File: src/rtl/register_file_8x.sv
// 8-entry register file written through a one-hot select, with two registered read ports.
// Write selects with more than one bit set are rejected and flagged.
module register_file_8x #(
  parameter int DATA_WIDTH = 8,
  parameter bit BYPASS     = 1'b1
) (
  input  logic                  clk,
  input  logic                  rst,
  input  logic [7:0]            wr_onehot,
  input  logic [DATA_WIDTH-1:0] wr_data,
  input  logic [2:0]            rd_addr_a,
  input  logic [2:0]            rd_addr_b,
  output logic [DATA_WIDTH-1:0] rd_data_a,
  output logic [DATA_WIDTH-1:0] rd_data_b,
  output logic                  wr_err,
  output logic                  wr_err_stky,
  output logic [7:0]            wr_count
);

  localparam int NREG = 8;

  logic [DATA_WIDTH-1:0] regs_q [NREG];
  logic [DATA_WIDTH-1:0] regs_d [NREG];
  logic [DATA_WIDTH-1:0] rd_data_a_q, rd_data_a_d;
  logic [DATA_WIDTH-1:0] rd_data_b_q, rd_data_b_d;
  logic                  wr_err_q, wr_err_d;
  logic                  wr_err_stky_q, wr_err_stky_d;
  logic [7:0]            wr_count_q, wr_count_d;

  logic wr_multi;
  logic wr_legal;

  // Clearing the lowest set bit leaves something only if two or more bits were set.
  assign wr_multi = (wr_onehot & (wr_onehot - 8'd1)) != 8'd0;
  assign wr_legal = (wr_onehot != 8'd0) && !wr_multi;

  always_comb begin
    for (int i = 0; i < NREG; i++) begin
      regs_d[i] = regs_q[i];
      if (wr_legal && wr_onehot[i]) begin
        regs_d[i] = wr_data;
      end
    end
  end

  // Forwarding only ever uses a legal write; a rejected write is invisible to readers.
  always_comb begin
    rd_data_a_d = regs_q[rd_addr_a];
    rd_data_b_d = regs_q[rd_addr_b];
    if (BYPASS && wr_legal && wr_onehot[rd_addr_a]) begin
      rd_data_a_d = wr_data;
    end
    if (BYPASS && wr_legal && wr_onehot[rd_addr_b]) begin
      rd_data_b_d = wr_data;
    end
  end

  always_comb begin
    wr_err_d      = wr_multi;
    wr_err_stky_d = wr_err_stky_q | wr_multi;
    wr_count_d    = wr_count_q + {7'd0, wr_legal};
  end

  always_ff @(posedge clk or posedge rst) begin
    if (rst) begin
      for (int i = 0; i < NREG; i++) begin
        regs_q[i] <= '0;
      end
      rd_data_a_q   <= '0;
      rd_data_b_q   <= '0;
      wr_err_q      <= 1'b0;
      wr_err_stky_q <= 1'b0;
      wr_count_q    <= 8'd0;
    end else begin
      for (int i = 0; i < NREG; i++) begin
        regs_q[i] <= regs_d[i];
      end
      rd_data_a_q   <= rd_data_a_d;
      rd_data_b_q   <= rd_data_b_d;
      wr_err_q      <= wr_err_d;
      wr_err_stky_q <= wr_err_stky_d;
      wr_count_q    <= wr_count_d;
    end
  end

  assign rd_data_a   = rd_data_a_q;
  assign rd_data_b   = rd_data_b_q;
  assign wr_err      = wr_err_q;
  assign wr_err_stky = wr_err_stky_q;
  assign wr_count    = wr_count_q;

endmodule

File: config.mk
export PLATFORM = sky130hd
export DESIGN_NAME = register_file_8x
export DESIGN_NICKNAME = d
export VERILOG_FILES = /design/src/rtl/register_file_8x.sv
export SDC_FILE = /design/constraint.sdc
export NUM_CORES = 1
export LEC_CHECK = 0
export CORE_UTILIZATION = 60
export CTS_CLUSTER_DIAMETER = 30
export DETAILED_ROUTE_END_ITERATION = 12
export PLACE_DENSITY = 0.84
export SETUP_SLACK_MARGIN = 0.5
export SYNTH_ARGS = -nofsm -noshare
export SYNTH_HDL_FRONTEND = slang
export SYNTH_SLANG_ARGS = --single-unit
File: constraint.sdc
create_clock -name clk -period 4.3 [get_ports clk]
set_input_delay 0.86 -clock clk [delete_from_list [all_inputs] [get_ports clk]]
set_output_delay 0.86 -clock clk [all_outputs]
set_load 0.05 [all_outputs]
======== Word level (Yosys, flattened, before mapping) ========
Index checks and enable logic that the tools add are counted.
storage, ports and cells
  bits in registers ....................... 90
  input bits .............................. 24
cells by class
  $add $sub $neg .......................... 2
  magnitude comparators ................... 4
  mux-type cells .......................... 12
  bitwise operators ....................... 4
  reductions and logical operators ........ 14
operator list
  operator                                             count
  binary-select mux 8 bit (select 3 bit)               2
  2-to-1 mux 8 bit                                     6
  nonzero test 8 bit                                   2
  logical AND 1 bit                                    11
  adder 8 x 1 -> 8 bit                                 1
  bitwise AND 8 bit                                    1
  >= comparator 4 bit (second input constant)          2
  < comparator 3 x 4 -> 1 bit (second input constant)  2
  inverter 3 -> 4 bit                                  2
  subtractor 8 x 1 -> 8 bit (second input constant)    1
  binary-select mux 1 bit (select 3 bit)               2
  2-to-1 mux 1 bit                                     2
  logical NOT 1 bit                                    1
  bitwise OR 1 bit                                     1

======== Depth between registers and ports, before layout ========
  depth after elaboration ................. 7
  mapped depth ............................ 11
  mapped depth without buffers ............ 9

======== Worst setup path after synthesis ========
OpenSTA, ideal clock, no wires.
  path kind ............................... in2reg
  from .................................... in wr_onehot[1]
  to ...................................... reg wr_count_q[6] (netlist: wr_count[6])
  data arrival time ....................... 2.836 ns
  path slack .............................. 1.383 ns
  stages on the path ...................... 11
  cells stage by stage .................... clkbuf_1 nor4_1 o21a_1 clkbuf_1 nor3_1 a21oi_1 ha_1 ha_1 nand3_1 nor2_1 xor2_1
between the ends
  longest elaborated chain between the ends .. 6
  elaborated cells on any way between the ends .. 7
RTL lines
  element                    line  source
  start, declared            9     input logic [7:0] wr_onehot,
  subtractor 8 x 1 -> 8 bit  34    assign wr_multi = (wr_onehot & (wr_onehot - 8'd1)) != 8'd0;
  bitwise AND 8 bit (*)      34
  nonzero test 8 bit (*)     34
  named net wr_err_d         26    logic wr_err_q, wr_err_d;
  logical NOT 1 bit (*)      35    assign wr_legal = (wr_onehot != 8'd0) && !wr_multi;
  logical AND 1 bit (*)      35
  adder 8 x 1 -> 8 bit (*)   61    wr_count_d = wr_count_q + {7'd0, wr_legal};
  named net wr_count_d[6]    28    logic [7:0] wr_count_q, wr_count_d;
  end signal, assigned       82    wr_count_q <= wr_count_d;
  end, declared              28
The timed path passes the listed nets; every way through them passes the cells marked *.
A chain may end at the register's enable or synchronous reset.

======== Final worst setup path ========
  from .................................... in wr_onehot[2]
  to ...................................... reg wr_count_q[6] (netlist: wr_count[6])
The elaborated chain is that of the path after synthesis.

==> key figures <==
Final layout
  • Number of diodes: 0
  • Final Core Density: 74.9%
  • Area added between synthesis and finish: 19.2%
  • Total Nets Final: 369
  • Most frequent cells in the layout: mux2_2 (92), dfrtp_1 (90), clkdlybuf4s50_1 (49), mux4_2 (36), buf_4 (16)
  • Layout cells sized above 1: between 50% and 60%
  • Commonest non-fill, non-tap cell in the layout: mux2_2
  • Final Instance Area: 5520 um2

STA
  • Final worst slack: between 900 and 1000 ps
  • Setup-failing EPs final: 0
  • F_max: approximately 300 MHz
  • Unrepaired setup endpoints after global routing: false
  • Final Hold Fails: 0
  • Slew @ Worst Pin: 652 ps
  • Setup TNS Final: 0 ps
  • Layout Skew: about 5.2 ps
  • Max_slew headroom: 56.5%
  • Final period util: 77.4%
  • Pins Over Slew Limit: 0
  • Final min period: 3330 ps

Logic synthesis
  • Cell Area, Synth: between 4000 and 5000 um2
  • Largest family of logic cells by synthesized area: multiplexers
  • Synth Area in Simple Gates: 2.54%
  • Syn. warnings: 0
  • Library cells used by synthesis: 31
  • Synthesized flop and latch total: 90
  • Synth Area in XOR/XNOR: 1.13%
  • Sequential share of the synthesized area: 48.6%
  • Synth Area in Compound Gates: 3.62%
  • Synthesized Nets: around 320
  • Mux share of post-synthesis cell area: 41.3%
  • Synth Area in Adders: less than 1%
  • Syn avg cell area: 16.0 um2
  • Syn Inst Count: 290

Power and ir drop
  • NetSw: between 0.0008 and 0.0009 W
  • Internal Power: about 0.0019 W
  • Worst VDD drop: roughly 0.28 mV
  • Leakage power: 2.32 nW
  • Sw Ratio: a little under a third
  • PwrDens: 505 nW/um2
  • Comb pwr share: 31.8%
  • Clock power frac: 24.8%
  • Seq pwr share: a little over two fifths
  • Pwr Total: 0.00279 W

Job
  • Max Cap Viol: 0

Floorplan
  • DIE WIDTH: 89.9 um
  • Starting Density: 62.9%
  • Core area: 7370 um2
  • I/O pin total: 50
  • Die span in y: 89.9 um
  • Area of the die: approximately 8100 um2
  • Num rows: 31

Drt
  • Post-route ant nets: 0
  • Detailed Route Iter0 Violations: around 170
  • DR WL/cell: 22.3 um
  • Drt pass-1 iters: 4
  • Via density: 6.33
  • DRC Markers: 0
  • Total number of vias: 2825
  • Drt total wl: 9940 um

Setup path
  • CP arrival: 3610 ps
  • CP endpoint kind: flip-flop
  • CP startpoint kind: input port
  • CP max FO: 8
  • CP Class: input port to flip-flop
  • WP data required: 4580 ps

Clocking
  • Clk sinks: 90
  • Clock Root Buffer: clkbuf_8
  • CTS resizes: 0
  • CTS Hold Bufs: 0
  • Deepest clock path buffer count: 2
  • Num CTS Buffers: 9
  • CTS H-tree lvls: 3
  • CTS tree: yes
  • Post-CTS Setup Inserts: 0
  • Worst skew pair latency: 350 ps
  • Worst-path clk slew: 90 ps

Global routing
  • Vias in the first global route: 3034
  • First-pass GRT wire length: 16500 um
  • GRT Residual Overflow: 0
  • Initial antenna violation count: 0
  • Global-route usage over all layers: 27.2%
  • Largest net degree at the start of global routing: 40

Place
  • Worst slack at placement: 606 ps
  • GP Congestion: 0.808
  • Placed instance area: 5280 um2
  • Final HPWL DP: 6460 um
  • Number of port buffers: 49

Hold path
  • Worst Hold Class: flip-flop to flip-flop

Run status
  • Status: finished, final reports clean
through the flow:
stage          std cells  hold slack (ps)
2_1_floorplan        290              491
3_3_place_gp         431              461
3_5_place_dp         431              463
4_1_cts              446              481
5_1_grt              446              497
6_report             446              478
worst max-delay path: stages:
cell,delay [ps]
clkdlybuf4s50_1,530
or4_4,630
nor3_4,450
nor3_1,140
a21oi_1,160
ha_1,210
ha_1,200
nand3_1,120
nor2_1,150
xor2_1,150
per-layer routing:
metal / wire length (um) / GRT usage (%) / up-vias
met4: 167 / 7.39 / 0
li1: - / - / 1221
met5: 0 / 0 / -
met3: 446 / 4.74 / 16
met1: 4360 / 38.5 / 1496
met2: 4960 / 44.3 / 92
synth_stat cells, drive strengths merged:
cell / n / area (um2)
a31oi: 2 / 42.5
nand4: 1 / 6.26
nand3: 2 / 10.0
nand2: 3 / 11.3
a211oi: 2 / 15.0
dfrtp: 90 / 2250
a21oi: 1 / 5.00
nor3: 3 / 26.3
xnor2: 4 / 35.0
buf: 13 / 52.6
o21a: 1 / 7.51
mux2: 96 / 1080
xor2: 2 / 17.5
maj3: 1 / 10.0
and4: 1 / 8.76
or4: 2 / 22.5
ha: 2 / 25.0
inv: 1 / 3.75
o31ai: 7 / 87.6
nor4: 2 / 12.5
mux4: 36 / 811
or3: 1 / 6.26
nor2: 2 / 7.51
mux2i: 2 / 20.0
clkbuf: 10 / 40.0
o21ai: 2 / 10.0
or2: 1 / 6.26
path summary, 6_finish.rpt:
kind	startpoint	endpoint	slack (ps)	cells after the start
max	wr_onehot[2]	wr_count[6]$_DFF_PP0_	970	10
min	wr_err_stky$_DFF_PP0_	wr_err_stky$_DFF_PP0_	480	1
max reg2reg	regs_q[21]$_DFFE_PP0P_	rd_data_b[5]$_DFF_PP0_	2740	3
min reg2reg	wr_err_stky$_DFF_PP0_	wr_err_stky$_DFF_PP0_	480	1
max in group asynchronous	rst	rd_data_a[1]$_DFF_PP0_	2590	3
min in group asynchronous	rst	wr_count[3]$_DFF_PP0_	890	2
registers in the layout, indices dropped and copies added (netlist names):
register and cells:
wr_err_stky 1, regs_q 64, wr_err 1, rd_data_a 8, wr_count 8, rd_data_b 8
power groups by stage:
stage               combinational [W]  clock, W  sequential [W]
finish                       0.000888  0.000692         0.00121
detailed placement           0.000891         0         0.00122
global placement             0.000869         0         0.00120
CTS                          0.000895  0.000698         0.00121
global route                 0.000942  0.000732         0.00123
floorplan                    0.000434         0         0.00141
cells by family after synthesis:
family                     after synthesis
muxes                                  134
DFF                                     90
buffers and inverters                   24
and+or+nand+nor                         18
AOI/OAI and AO/OA                       15
xor gates and xnor gates                 6
adders and majority gates                3
cell type report:
class	instances	area, um2
Multi-Input combinational cell	176	2290
Fill cell	450	1850
Clock inverter	5	103
Clock buffer	10	138
Tap cell	99	124
Inverter	1	5.00
Sequential cell	90	2250
Timing Repair Buffer	65	611
No activity file was read; power rests on OpenSTA's default activity.
